File: src/rtl/periph_console_responder_if.sv
// periph_console_responder_if: core peripheral request/response port
//   to_peripheral[1:0]       request code (NOP/WRITE/READ/STATUS), driven by the core
//   to_peripheral_data[31:0] request payload
//   to_peripheral_valid      one-cycle request strobe
//   from_peripheral[1:0]     response code, driven by the responder
//   from_peripheral_data     response payload
//   from_peripheral_valid    one-cycle response strobe
interface periph_console_responder_if;
  logic [1:0] to_peripheral;
  logic [31:0] to_peripheral_data;
  logic to_peripheral_valid;
  logic [1:0] from_peripheral;
  logic [31:0] from_peripheral_data;
  logic from_peripheral_valid;
  modport master (
    output to_peripheral, to_peripheral_data, to_peripheral_valid,
    input from_peripheral, from_peripheral_data, from_peripheral_valid
  );
  modport slave (
    input to_peripheral, to_peripheral_data, to_peripheral_valid,
    output from_peripheral, from_peripheral_data, from_peripheral_valid
  );
endinterface

File: src/rtl/periph_console_responder.sv
// periph_console_responder: peripheral-port responder backed by TX/RX byte FIFOs
//   clock, reset       system clock, synchronous active-high reset
//   bus                peripheral request/response port (slave side)
//   tx_data/valid/ready TX FIFO head toward the console sink
//   rx_data/valid/ready console source into the RX FIFO
//   dropped_count      saturating count of requests dropped while busy
module periph_console_responder #(
  parameter int FIFO_ADDR_BITS = 3,
  parameter int TIMEOUT_CYCLES = 1024,
  parameter logic [31:0] TIMEOUT_WORD = 32'hFFFF_FFFF
) (
  input  logic clock,
  input  logic reset,
  periph_console_responder_if.slave bus,
  output logic [7:0] tx_data,
  output logic tx_valid,
  input  logic tx_ready,
  input  logic [7:0] rx_data,
  input  logic rx_valid,
  output logic rx_ready,
  output logic [15:0] dropped_count
);
  localparam int DEPTH = 1 << FIFO_ADDR_BITS;
  localparam int CW = FIFO_ADDR_BITS + 1;
  localparam int TW = $clog2(TIMEOUT_CYCLES + 1);
  localparam logic [CW-1:0] FULL = CW'(DEPTH);
  localparam logic [1:0] OP_NOP = 2'b00, OP_WRITE = 2'b01, OP_READ = 2'b10, OP_STATUS = 2'b11;

  typedef enum logic [1:0] {IDLE, WAIT_TX, WAIT_RX, RESP} state_t;

  state_t state_q, state_d;
  logic [7:0] byte_q, byte_d;
  logic [TW-1:0] to_q, to_d;
  logic [15:0] dropped_q, dropped_d;
  logic [1:0] code_q, code_d;
  logic valid_q, valid_d;
  logic [31:0] data_q, data_d;
  logic [7:0] tx_mem_q [DEPTH], tx_mem_d [DEPTH];
  logic [7:0] rx_mem_q [DEPTH], rx_mem_d [DEPTH];
  logic [FIFO_ADDR_BITS-1:0] tx_wr_q, tx_wr_d, tx_rd_q, tx_rd_d;
  logic [FIFO_ADDR_BITS-1:0] rx_wr_q, rx_wr_d, rx_rd_q, rx_rd_d;
  logic [CW-1:0] tx_count_q, tx_count_d, rx_count_q, rx_count_d;
  logic tx_push, tx_pop, rx_push, rx_pop;

  assign tx_valid = tx_count_q != '0;
  assign tx_data = tx_mem_q[tx_rd_q];
  assign rx_ready = rx_count_q != FULL;
  assign tx_pop = tx_valid & tx_ready;
  assign rx_push = rx_valid & rx_ready;
  assign dropped_count = dropped_q;
  assign bus.from_peripheral = code_q;
  assign bus.from_peripheral_data = data_q;
  assign bus.from_peripheral_valid = valid_q;

  always_comb begin
    state_d = state_q;
    byte_d = byte_q;
    to_d = to_q;
    dropped_d = dropped_q;
    code_d = OP_NOP;
    valid_d = 1'b0;
    data_d = data_q;
    tx_push = 1'b0;
    rx_pop = 1'b0;
    case (state_q)
      IDLE: if (bus.to_peripheral_valid) begin
        case (bus.to_peripheral)
          OP_WRITE: begin
            byte_d = bus.to_peripheral_data[7:0];
            if (tx_count_q != FULL) begin
              tx_push = 1'b1;
              state_d = RESP;
              valid_d = 1'b1;
              code_d = OP_WRITE;
              data_d = {24'b0, byte_d};
            end else state_d = WAIT_TX;
          end
          OP_READ: if (rx_count_q != '0) begin
            rx_pop = 1'b1;
            state_d = RESP;
            valid_d = 1'b1;
            code_d = OP_READ;
            data_d = {24'b0, rx_mem_q[rx_rd_q]};
          end else begin
            state_d = WAIT_RX;
            to_d = '0;
          end
          OP_STATUS: begin
            state_d = RESP;
            valid_d = 1'b1;
            code_d = OP_STATUS;
            data_d = {16'b0, 8'(rx_count_q), 8'(tx_count_q)};
          end
          default: ;
        endcase
      end
      // A same-cycle sink pop frees the slot, so a full FIFO can still accept the latched byte.
      WAIT_TX: if (tx_count_q != FULL || tx_pop) begin
        tx_push = 1'b1;
        state_d = RESP;
        valid_d = 1'b1;
        code_d = OP_WRITE;
        data_d = {24'b0, byte_q};
      end
      WAIT_RX: if (rx_count_q != '0) begin
        rx_pop = 1'b1;
        state_d = RESP;
        valid_d = 1'b1;
        code_d = OP_READ;
        data_d = {24'b0, rx_mem_q[rx_rd_q]};
      end else if (to_q == TW'(TIMEOUT_CYCLES - 1)) begin
        state_d = RESP;
        valid_d = 1'b1;
        code_d = OP_READ;
        data_d = TIMEOUT_WORD;
      end else to_d = to_q + TW'(1);
      default: state_d = IDLE;
    endcase
    if (state_q != IDLE && bus.to_peripheral_valid && bus.to_peripheral != OP_NOP && dropped_q != '1)
      dropped_d = dropped_q + 16'd1;
  end

  always_comb begin
    tx_mem_d = tx_mem_q;
    rx_mem_d = rx_mem_q;
    if (tx_push) tx_mem_d[tx_wr_q] = byte_d;
    if (rx_push) rx_mem_d[rx_wr_q] = rx_data;
    tx_wr_d = tx_wr_q + FIFO_ADDR_BITS'(tx_push);
    tx_rd_d = tx_rd_q + FIFO_ADDR_BITS'(tx_pop);
    rx_wr_d = rx_wr_q + FIFO_ADDR_BITS'(rx_push);
    rx_rd_d = rx_rd_q + FIFO_ADDR_BITS'(rx_pop);
    tx_count_d = tx_count_q + CW'(tx_push) - CW'(tx_pop);
    rx_count_d = rx_count_q + CW'(rx_push) - CW'(rx_pop);
  end

  always_ff @(posedge clock) begin
    if (reset) begin
      state_q <= IDLE;
      byte_q <= '0;
      to_q <= '0;
      dropped_q <= '0;
      code_q <= OP_NOP;
      valid_q <= 1'b0;
      data_q <= '0;
      tx_wr_q <= '0;
      tx_rd_q <= '0;
      rx_wr_q <= '0;
      rx_rd_q <= '0;
      tx_count_q <= '0;
      rx_count_q <= '0;
    end else begin
      state_q <= state_d;
      byte_q <= byte_d;
      to_q <= to_d;
      dropped_q <= dropped_d;
      code_q <= code_d;
      valid_q <= valid_d;
      data_q <= data_d;
      tx_wr_q <= tx_wr_d;
      tx_rd_q <= tx_rd_d;
      rx_wr_q <= rx_wr_d;
      rx_rd_q <= rx_rd_d;
      tx_count_q <= tx_count_d;
      rx_count_q <= rx_count_d;
    end
  end

  always_ff @(posedge clock) begin
    tx_mem_q <= tx_mem_d;
    rx_mem_q <= rx_mem_d;
  end
endmodule

File: src/flat_wrapper.sv
// flat-port wrapper written by rule: the top's interface ports become plain ports
module periph_console_responder_flat 
#(
  parameter int FIFO_ADDR_BITS = 3,
  parameter int TIMEOUT_CYCLES = 1024,
  parameter logic [31:0] TIMEOUT_WORD = 32'hFFFF_FFFF
)
  (clock, reset, tx_data, tx_valid, tx_ready, rx_data, rx_valid, rx_ready, dropped_count, bus_to_peripheral, bus_to_peripheral_data, bus_to_peripheral_valid, bus_from_peripheral, bus_from_peripheral_data, bus_from_peripheral_valid);
  periph_console_responder_if bus_i ();
  input  logic clock;
  input  logic reset;
  output logic [7:0] tx_data;
  output logic tx_valid;
  input  logic tx_ready;
  input  logic [7:0] rx_data;
  input  logic rx_valid;
  output logic rx_ready;
  output logic [15:0] dropped_count;
  input wire logic [$bits(bus_i.to_peripheral)-1:0] bus_to_peripheral;
  input wire logic [$bits(bus_i.to_peripheral_data)-1:0] bus_to_peripheral_data;
  input wire logic [$bits(bus_i.to_peripheral_valid)-1:0] bus_to_peripheral_valid;
  output wire logic [$bits(bus_i.from_peripheral)-1:0] bus_from_peripheral;
  output wire logic [$bits(bus_i.from_peripheral_data)-1:0] bus_from_peripheral_data;
  output wire logic [$bits(bus_i.from_peripheral_valid)-1:0] bus_from_peripheral_valid;
  assign bus_i.to_peripheral = bus_to_peripheral;
  assign bus_i.to_peripheral_data = bus_to_peripheral_data;
  assign bus_i.to_peripheral_valid = bus_to_peripheral_valid;
  assign bus_from_peripheral = bus_i.from_peripheral;
  assign bus_from_peripheral_data = bus_i.from_peripheral_data;
  assign bus_from_peripheral_valid = bus_i.from_peripheral_valid;
  periph_console_responder #(.FIFO_ADDR_BITS(FIFO_ADDR_BITS), .TIMEOUT_CYCLES(TIMEOUT_CYCLES), .TIMEOUT_WORD(TIMEOUT_WORD)) u_core (.clock(clock), .reset(reset), .bus(bus_i), .tx_data(tx_data), .tx_valid(tx_valid), .tx_ready(tx_ready), .rx_data(rx_data), .rx_valid(rx_valid), .rx_ready(rx_ready), .dropped_count(dropped_count));
endmodule
File: config.mk
export PLATFORM = sky130hd
export DESIGN_NAME = periph_console_responder_flat
export DESIGN_NICKNAME = d
export VERILOG_FILES = /design/src/rtl/periph_console_responder_if.sv /design/src/rtl/periph_console_responder.sv /design/src/flat_wrapper.sv
export SDC_FILE = /design/constraint.sdc
export NUM_CORES = 1
export LEC_CHECK = 0
export BUFFER_PORTS_ARGS = -buffer_cell sky130_fd_sc_hd__buf_2
export CORE_MARGIN = 3
export CORE_UTILIZATION = 50
export DETAILED_ROUTE_END_ITERATION = 10
export PLACE_DENSITY = 0.8
export SLEW_MARGIN = 15
export SYNTH_ARGS = -nofsm -noshare
export SYNTH_HDL_FRONTEND = slang
export SYNTH_SLANG_ARGS = --single-unit
File: constraint.sdc
create_clock -name clock -period 3.26 [get_ports clock]
set_input_delay 0.652 -clock clock [delete_from_list [all_inputs] [get_ports clock]]
set_output_delay 0.652 -clock clock [all_outputs]
set_load 0.02 [all_outputs]
* Word level (Yosys, flattened, before mapping)
Index checks and enable logic that the tools add are counted.
** Storage, ports and cells
- Register bits after elaboration :: 220
- Bits of input ports :: 47
- Output and inout bits :: 61
- Logic and storage cells :: 145
** Operators by class
- Add/subtract/negate cells :: 10
- $lt $le $gt $ge :: 6
- Equality and inequality tests :: 19
- Multiplexer cells :: 59
- Bitwise gates (word level) :: 6
- Reduce and logical (&&, ||, !) cells :: 16
** Operators by type and width (number)
- $mux W32 :: 6
- $pmux W32 S3 :: 2
- $bwmux W64 :: 2
- $mux W8 :: 9
- $mux W11 :: 5
- $bmux W8 S3 :: 2
- $demux W8 S3 :: 2
- $pmux W2 S3 :: 4
- $pmux W11 S2 :: 1
- $mux W2 :: 9
- $add A16 B1 Y16 const B :: 1
- $ge A4 B4 Y1 const B :: 4
- $ne A16 B16 Y1 const B :: 1
- $not A3 Y4 :: 4
- $mux W1 :: 13
- $add A3 B1 Y3 :: 4
- $ne A4 B4 Y1 const B :: 3
- $add A11 B1 Y11 const B :: 1
- $eq A11 B10 Y1 const B :: 1
- $ne A2 B2 Y1 const B :: 5
- $add A4 B1 Y4 :: 2
- $lt A4 B1 Y1 const B :: 2
- $reduce_bool A4 Y1 :: 2
- $sub A4 B1 Y4 :: 2
- 16 further kinds :: 29

* Logic depth before layout (Yosys ltp)
Gate-level depths: netlist (run 1).
- Depth after elaboration :: 8
- Gate-level depth with buffers :: 12
- Gate-level depth less buffers :: 11

* Worst setup path after synthesis (run 1)
OpenSTA, ideal clock, no wires.
- Kind :: input port to flip-flop
- Start point :: input bus_to_peripheral[1]
- End point :: register u_core.tx_mem_q[56] in the netlist's numbering, enable pin
- Setup time :: 0.383 ns
- Arrival time :: 2.288 ns
- Data required time :: 2.877 ns
- Slack :: 0.589 ns
- Cell stages on the path :: 6
- Buffers on the path :: 1
- Cells stage by stage :: buf_2 > clkinv_1 > nand4_2 > o21ai_0 > nand2b_1 > nor3_1
** On the way
- Cells in the longest elaborated chain, start to end :: 4
** RTL lines
- start: declaration :: line flat_wrapper.sv:19 : input wire logic [$bits(bus_i.to_peripheral)-1:0] bus_to_peripheral;
- $eq A2 B1 Y1 :: line periph_console_responder.sv:67 : case (bus.to_peripheral)
- $mux W1 :: line periph_console_responder.sv:67
- $mux W1 :: line periph_console_responder.sv:66 : IDLE: if (bus.to_peripheral_valid) begin
- $pmux W1 S2 :: line periph_console_responder.sv:65 : case (state_q)
- end signal: assignment :: line periph_console_responder.sv:169 : tx_mem_q <= tx_mem_d;
- end: declaration :: line periph_console_responder.sv:38 : logic [7:0] tx_mem_q [DEPTH], tx_mem_d [DEPTH];
Every way passes these cells.
A chain may end at the register's enable or synchronous reset.

* Worst setup path after layout (run 1)
- Start point :: register u_core.state_q[0]
- End point :: register u_core.data_q[4], in the netlist u_core.bus.from_peripheral_data[4]
** On the way
- Cells in the longest elaborated chain, start to end :: 3
- Elaborated cells between the ends (all ways) :: 12
- Those cells by class :: eq/ne (8); mux (1); reduce/logical (3)
** RTL lines
- start: declaration :: line periph_console_responder.sv:31 : state_t state_q, state_d;
- start signal: assignment :: line periph_console_responder.sv:152 : state_q <= state_d;
- $eq A2 B2 Y1 (tied with other cells) :: line periph_console_responder.sv:65
- $ne A3 B1 Y1 (no line) (tied with other cells)
- $reduce_and A7 Y1 (no line)
- end signal: assignment :: line periph_console_responder.sv:158 : data_q <= data_d;
- end: declaration :: line periph_console_responder.sv:37 : logic [31:0] data_q, data_d;
Several ways; a longest one is shown, not always the timed one.

==> flow_metrics.py, run 1 <==
metrics = {
    "drt": {
        "totalWireLength_mm": 18.2,
        "vias_per_cell": 5.76,
        "drc_errors": 0,
        "wire_per_inst_um": 18.5,
        "vias": 5652,
        "drtIter0Drc": 304,
        "drt_first_pass_iters": 5,
        "postRouteAntennaNets": 0,
    },
    "grt": {
        "first_global_vias": 5451,
        "antenna_found_initial": 1,
        "grtUsageTotal": 0.184,
        "overflow": 0,
        "grt_pass1_wl_mm": 28.9,
        "grt_max_degree": 32,
    },
    "setup_path": {
        "critPathBufInv": 1,
        "r2r-start": "u_core.state_q[0]$_SDFFE_PP0P_",
        "worstPathArrival_ns": 3.34,
        "crit_required_ns": 3.68,
        "cp_max_fo": 15,
        "crit_path_top_delay_cell": "o211ai_1",
        "crit_family": "compound AO/OA/AOI/OAI gates",
        "worstSetupEndpointType": "register",
        "worstSetupPathType": "register to register",
        "timing.rr.end": "u_core.bus.from_peripheral_data[4]$_SDFFE_PP0P_",
        "reg2regPathDepth": 6,
        "startpoint_type": "register",
        "critPathMaxStageDelay_ns": 1.09,
        "cp_cell_sequence": "inv_1 -> ha_1 -> nand4bb_1 -> o211ai_1 -> o21ai_0 -> a21oi_1",
        "crit_cells": 6,
        "ff2ff_setup_slack_ns": 0.34,
    },
    "timing": {
        "fmax_mhz": 343,
        "fin_skew_ns": 0.0185,
        "min_period_over_period": 0.895,
        "worstMarginPinSlew_ns": 1.19,
        "drv_slew": 0,
        "layout_setup_ws_ns": 0.342,
        "slew_headroom": 0.201,
        "rsz0062_at_grt": "false",
        "tns_ns": 0,
        "setup_viol": 0,
        "period_needed_ns": 2.92,
        "hold_violations": 0,
    },
    "worst_hold_path": {
        "worst_hold_path.endpoint": "u_core.rx_mem_q[16]$_DFFE_PP_",
        "holdPathStages": 1,
        "holdCritStartpoint": "rx_data[0]",
        "min_path_type": "input port to register",
    },
    "outcome": {
        "status": "finished, final reports clean",
    },
    "synthesis": {
        "synth_edf_count": 128,
        "ys_seq_area_frac": 0.592,
        "synth.net_count": 748,
        "synth_cell_types": 61,
        "syn_inst": 673,
        "yosys_warnings": 0,
        "yosys.area.top_type_share": 0.429,
        "synth_top_area_cell": "edfxtp_1",
        "async_reset_ff_frac": 0,
        "synth-main-ff-cell": "edfxtp_1",
        "synth_seq_cells": 201,
        "yosys-top-cells-area": "edfxtp_1 (43%), dfxtp_1 (16%), mux4_2 (8.0%)",
        "syn_area_per_cell_um2": 13.3,
        "syn_area_um2": 8960,
    },
    "power_and_ir_drop": {
        "p_leak_nw": 3.70,
        "p_total_w": 0.00829,
        "sw_frac_of_total": 0.337,
        "p_sw_w": 0.00279,
        "p_seq_frac": 0.388,
        "ir_drop_mv": 0.561,
        "pwr-share-comb": 0.331,
        "clockPowerShare": 0.281,
        "p_int_w": 0.00550,
        "powerDensity_nw_per_um2": 818,
    },
    "floorplanning": {
        "initial_core_util": 0.515,
        "coreArea_um2": 17400,
        "core.rowCount": 48,
        "fp.dieW_um": 140,
        "die_area_um2": 19600,
        "die_h_um": 140,
        "ios": 108,
    },
    "cells_and_area": {
        "diodes": 0,
        "drive_above_1_share": 0.254,
        "syn_to_final_growth_pct": 13.2,
        "post-route-util": 0.582,
        "layoutNonFillerInstCount": 982,
        "final_net_count": 818,
    },
    "clock_network": {
        "clock_sinks": 201,
        "cts_buffer_depth": 3,
        "clockRootBuffer": "clkbuf_16",
        "hold_buffers": 0,
        "tritoncts": "yes",
        "clk_latency_ns": 0.51,
        "clk_pin_slew_ns": 0.07,
        "postCtsSetupRepairBufs": 0,
        "cts.repair.resized": 0,
        "numCtsBuffers": 21,
        "cts_max_level": 1,
    },
    "place": {
        "place_hpwl_mm": 12.5,
        "post-place-ws_ns": 0.495,
        "port_buffers": 83,
        "globalplace.congestion": 0.844,
        "dp_cells": 945,
    },
    "run": {
        "maxCapViolCount": 0,
    },
}
-- layer usage --
metal  GRT usage  part of all wire  routed length, um
met1       0.249              0.43               7820
met2       0.310              0.49               8930
met3      0.0282             0.059               1070
met4      0.0535             0.020                367
met5           0           0.00038                  7
-- flip-flops by register name, indices dropped and copies added, names as in the netlist, 4 cells and up --
| register | count |
|---|---|
| u_core.dropped_count | 16 |
| u_core.rx_mem_q | 64 |
| u_core.to_q | 11 |
| u_core.byte_q | 8 |
| u_core.tx_count_q | 4 |
| u_core.tx_mem_q | 64 |
| u_core.rx_count_q | 4 |
| u_core.bus.from_peripheral_data | 13 |
-- logic make-up after synthesis --
logic type / Yosys count / synth area share
AOI/OAI and AO/OA: 101 / 0.0720
xor gates and xnor gates: 23 / 0.0225
adders and majority gates: 28 / 0.0408
buffers and inverters: 76 / 0.0455
DFF: 201 / 0.592
muxes: 57 / 0.111
and+or+nand+nor: 187 / 0.116
-- power groups by stage --
stage                     registers (W)  clock network, W  logic, W
after floorplan                 0.00329                 0   0.00212
after global placement          0.00326                 0   0.00266
after detailed placement        0.00327                 0   0.00272
after CTS                       0.00322           0.00239   0.00275
after global routing            0.00325           0.00249   0.00302
final                           0.00322           0.00233   0.00274
-- area by class of cell --
| class | instances | area (um^2) |
|---|---|---|
| fill | 1389 | 7280 |
| tap | 225 | 282 |
| clock inverter | 12 | 125 |
| multi-input combinational | 396 | 3250 |
| timing repair buffer | 100 | 543 |
| clock buffer | 25 | 551 |
| inverter | 23 | 86.3 |
| sequential | 201 | 5310 |
-- synth_stat cells, types with 8 or more instances --
cell type  number
a21oi_1        39
dfxtp_1        73
mux2_2         19
edfxtp_1      128
ha_1           26
nor3_1         15
nand4_1        11
or4_1           9
xor2_1         17
o21ai_0        17
nor2b_1        12
clkbuf_1       16
and2_1         15
a211oi_1        9
mux4_2         32
and3_1          8
nand3_1        11
nand2_1        22
inv_1          22
nor2_1         44
buf_4          22
-- metrics by stage --
| step | hold slack (ns) | cell area [um^2] |
|---|---|---|
| final | 0.412 | 10100 |
| after floorplan | 0.443 | 8960 |
| after detailed placement | 0.469 | 9460 |
| after global placement | 0.463 | 9460 |
| after global routing | 0.422 | 10100 |
| after CTS | 0.398 | 10100 |
-- placed cells by master (no fill, tap or decap), types with 4 or more instances in the layout --
cell / n
o21bai_1: 4
clkbuf_16: 21
buf_2: 83
nor2b_1: 12
clkinv_1: 4
inv_1: 22
a211oi_1: 9
nor4_1: 7
xnor2_1: 6
o31ai_1: 6
nor2_1: 44
mux4_2: 32
or4_1: 9
a21oi_1: 39
a221oi_1: 6
nand4_1: 11
xor2_1: 17
mux2_2: 19
dfxtp_1: 73
nand3_1: 11
mux2i_1: 6
ha_1: 26
edfxtp_1: 128
and3_1: 8
nand2_1: 22
nand2b_1: 7
or3_1: 4
nor3_1: 15
o21ai_0: 17
and2_1: 15
buf_4: 17
a31oi_1: 4
-- worst max-delay path by stage --
stage                                         from  slack [ns]                                              end
global route        u_core.state_q[0]$_SDFFE_PP0P_        0.23  u_core.bus.from_peripheral_data[2]$_SDFFE_PP0P_
floorplan                     bus_to_peripheral[1]        0.59                    u_core.tx_mem_q[56]$_DFFE_PP_
CTS                   u_core.tx_rd_q[0]$_SDFF_PP0_        0.45                                       tx_data[0]
finish              u_core.state_q[0]$_SDFFE_PP0P_        0.34  u_core.bus.from_peripheral_data[4]$_SDFFE_PP0P_
global placement              bus_to_peripheral[0]        0.54  u_core.bus.from_peripheral_data[5]$_SDFFE_PP0P_
detailed placement  u_core.state_q[0]$_SDFFE_PP0P_        0.50  u_core.bus.from_peripheral_data[0]$_SDFFE_PP0P_
Note: power is estimated with default switching activity, not from simulation.
==> run 2: changes to the inputs <==
--- a/config.mk
+++ b/config.mk
@@ -6,10 +6,10 @@
 export NUM_CORES = 1
 export LEC_CHECK = 0
 export BUFFER_PORTS_ARGS = -buffer_cell sky130_fd_sc_hd__buf_2
-export CORE_MARGIN = 3
-export CORE_UTILIZATION = 50
+export CORE_MARGIN = 10
+export CORE_UTILIZATION = 58
 export DETAILED_ROUTE_END_ITERATION = 10
-export PLACE_DENSITY = 0.8
+export PLACE_DENSITY = 0.9
 export SLEW_MARGIN = 15
 export SYNTH_ARGS = -nofsm -noshare
 export SYNTH_HDL_FRONTEND = slang
==> flow_metrics.py, run 2 (synthesis gave the netlist of run 1 again) <==
metrics = {
    "clock_network": {
        "cts_max_level": 1,
        "clk_pin_slew_ns": 0.07,
        "clockRootBuffer": "clkbuf_16",
        "clock_sinks": 201,
        "postCtsSetupRepairBufs": 0,
        "numCtsBuffers": 20,
        "cts.repair.resized": 0,
        "clk_latency_ns": 0.50,
        "tritoncts": "yes",
        "hold_buffers": 0,
        "cts_buffer_depth": 3,
    },
    "cells_and_area": {
        "fillers": 1013,
        "post-route-util": 0.667,
        "final_net_count": 817,
        "final_common_cell": "edfxtp_1",
        "layoutNonFillerInstCount": 945,
        "drive_above_1_share": 0.251,
        "final_cell_mix": "edfxtp_1 (128), buf_2 (83), dfxtp_1 (73)",
        "syn_to_final_growth_pct": 12.7,
    },
    "outcome": {
        "status": "finished, final reports clean",
    },
    "timing": {
        "drv_slew": 0,
        "period_needed_ns": 2.89,
        "fmax_mhz": 346,
        "hold_violations": 0,
        "layout_setup_ws_ns": 0.372,
        "min_period_over_period": 0.886,
        "setup_viol": 0,
        "worstMarginPinSlew_ns": 1.03,
        "tns_ns": 0,
        "rsz0062_at_grt": "false",
        "slew_headroom": 0.313,
        "fin_skew_ns": 0.0203,
    },
    "grt": {
        "grtUsageTotal": 0.195,
        "grt_pass1_wl_mm": 31.9,
        "overflow": 0,
        "first_global_vias": 5921,
        "antenna_found_initial": 1,
        "grt_max_degree": 24,
    },
    "power_and_ir_drop": {
        "sw_frac_of_total": 0.341,
        "ir_drop_mv": 0.533,
        "p_sw_w": 0.00288,
        "powerDensity_nw_per_um2": 836,
        "p_total_w": 0.00845,
        "p_int_w": 0.00557,
        "pwr-share-comb": 0.337,
        "p_seq_frac": 0.383,
        "clockPowerShare": 0.281,
        "p_leak_nw": 3.72,
    },
    "run": {
        "maxCapViolCount": 0,
    },
    "drt": {
        "drt_first_pass_iters": 5,
        "drc_errors": 0,
        "totalWireLength_mm": 19.9,
        "vias": 5792,
        "drtIter0Drc": 507,
        "wire_per_inst_um": 21.0,
        "postRouteAntennaNets": 0,
        "vias_per_cell": 6.13,
    },
    "setup_path": {
        "cp_max_fo": 16,
        "startpoint_type": "register",
        "r2r-start": "u_core.state_q[1]$_SDFFE_PP0P_",
        "worstPathArrival_ns": 3.31,
        "ff2ff_setup_slack_ns": 0.37,
        "reg2regPathDepth": 11,
        "crit_required_ns": 3.69,
        "worstSetupEndpointType": "register",
        "crit_end": "u_core.rx_count_q[2]$_SDFF_PP0_",
        "worstSetupPathType": "register to register",
        "timing.rr.end": "u_core.rx_count_q[2]$_SDFF_PP0_",
        "startpoint": "u_core.state_q[1]$_SDFFE_PP0P_",
    },
    "floorplanning": {
        "initial_core_util": 0.592,
        "fp.dieW_um": 144,
        "coreArea_um2": 15100,
        "die_h_um": 144,
        "core.rowCount": 45,
        "ios": 108,
        "die_area_um2": 20800,
    },
    "worst_hold_path": {
        "min_path_type": "input port to register",
    },
    "place": {
        "place_hpwl_mm": 13.8,
        "dp_cells": 908,
        "globalplace.congestion": 0.877,
        "post-place-ws_ns": 0.504,
        "port_buffers": 83,
    },
}
## run 2: final cells by class
type	instances	area (um^2)	share of cell area
Inverter	23	86.3	0.00854
Sequential cell	201	5310	0.525
Timing Repair Buffer	100	543	0.0537
Multi-Input combinational cell	396	3250	0.321
Tap cell	188	235	0.0233
Clock buffer	24	547	0.0541
Antenna cell	1	2.50	0.000248
Clock inverter	12	136	0.0135
## run 2: through the flow
| stage | hold WS, ns | area (um^2) |
|---|---|---|
| global placement | 0.462 | 9420 |
| floorplan | 0.443 | 8960 |
| global route | 0.429 | 10100 |
| detailed placement | 0.463 | 9420 |
| CTS | 0.414 | 10100 |
| finish | 0.431 | 10100 |
## run 2: power groups by stage
| stage | Sequential (W) | Clock (W) | Combinational [W] |
|---|---|---|---|
| final | 0.00323 | 0.00237 | 0.00284 |
| after global routing | 0.00327 | 0.00251 | 0.00309 |
| after CTS | 0.00323 | 0.00240 | 0.00283 |
| after detailed placement | 0.00327 | 0 | 0.00278 |
| after global placement | 0.00325 | 0 | 0.00265 |
| after floorplan | 0.00329 | 0 | 0.00212 |
## run 2: worst min-delay path by stage
stage                                       startpoint                            end  slack (ns)  cells after the start
after floorplan           u_core.to_q[10]$_SDFFE_PP0P_   u_core.to_q[10]$_SDFFE_PP0P_        0.44                      1
after global placement     u_core.to_q[8]$_SDFFE_PP0P_    u_core.to_q[8]$_SDFFE_PP0P_        0.46                      2
after detailed placement  u_core.to_q[10]$_SDFFE_PP0P_   u_core.to_q[10]$_SDFFE_PP0P_        0.46                      1
after CTS                                   rx_data[3]  u_core.rx_mem_q[43]$_DFFE_PP_        0.41                      1
after global routing                        rx_data[3]  u_core.rx_mem_q[19]$_DFFE_PP_        0.43                      1
final                                       rx_data[3]   u_core.rx_mem_q[3]$_DFFE_PP_        0.43                      1
## run 2: layer usage
metal	vias to the layer above	wire length, um	global-route usage
met5	-	0	0
met4	0	484	0.0617
met3	41	1190	0.0351
met2	202	10400	0.341
met1	2884	7830	0.238
li1	2665	-	-
## run 2: worst max-delay path: stages (launching register included)
cell and delay (ns):
dfxtp_1 0.35, inv_1 0.12, ha_1 0.52, nand4b_1 0.23, a21oi_1 0.32, ha_1 0.29
inv_1 0.07, ha_1 0.18, inv_1 0.06, fa_1 0.37, xor2_1 0.16, nor2_1 0.14
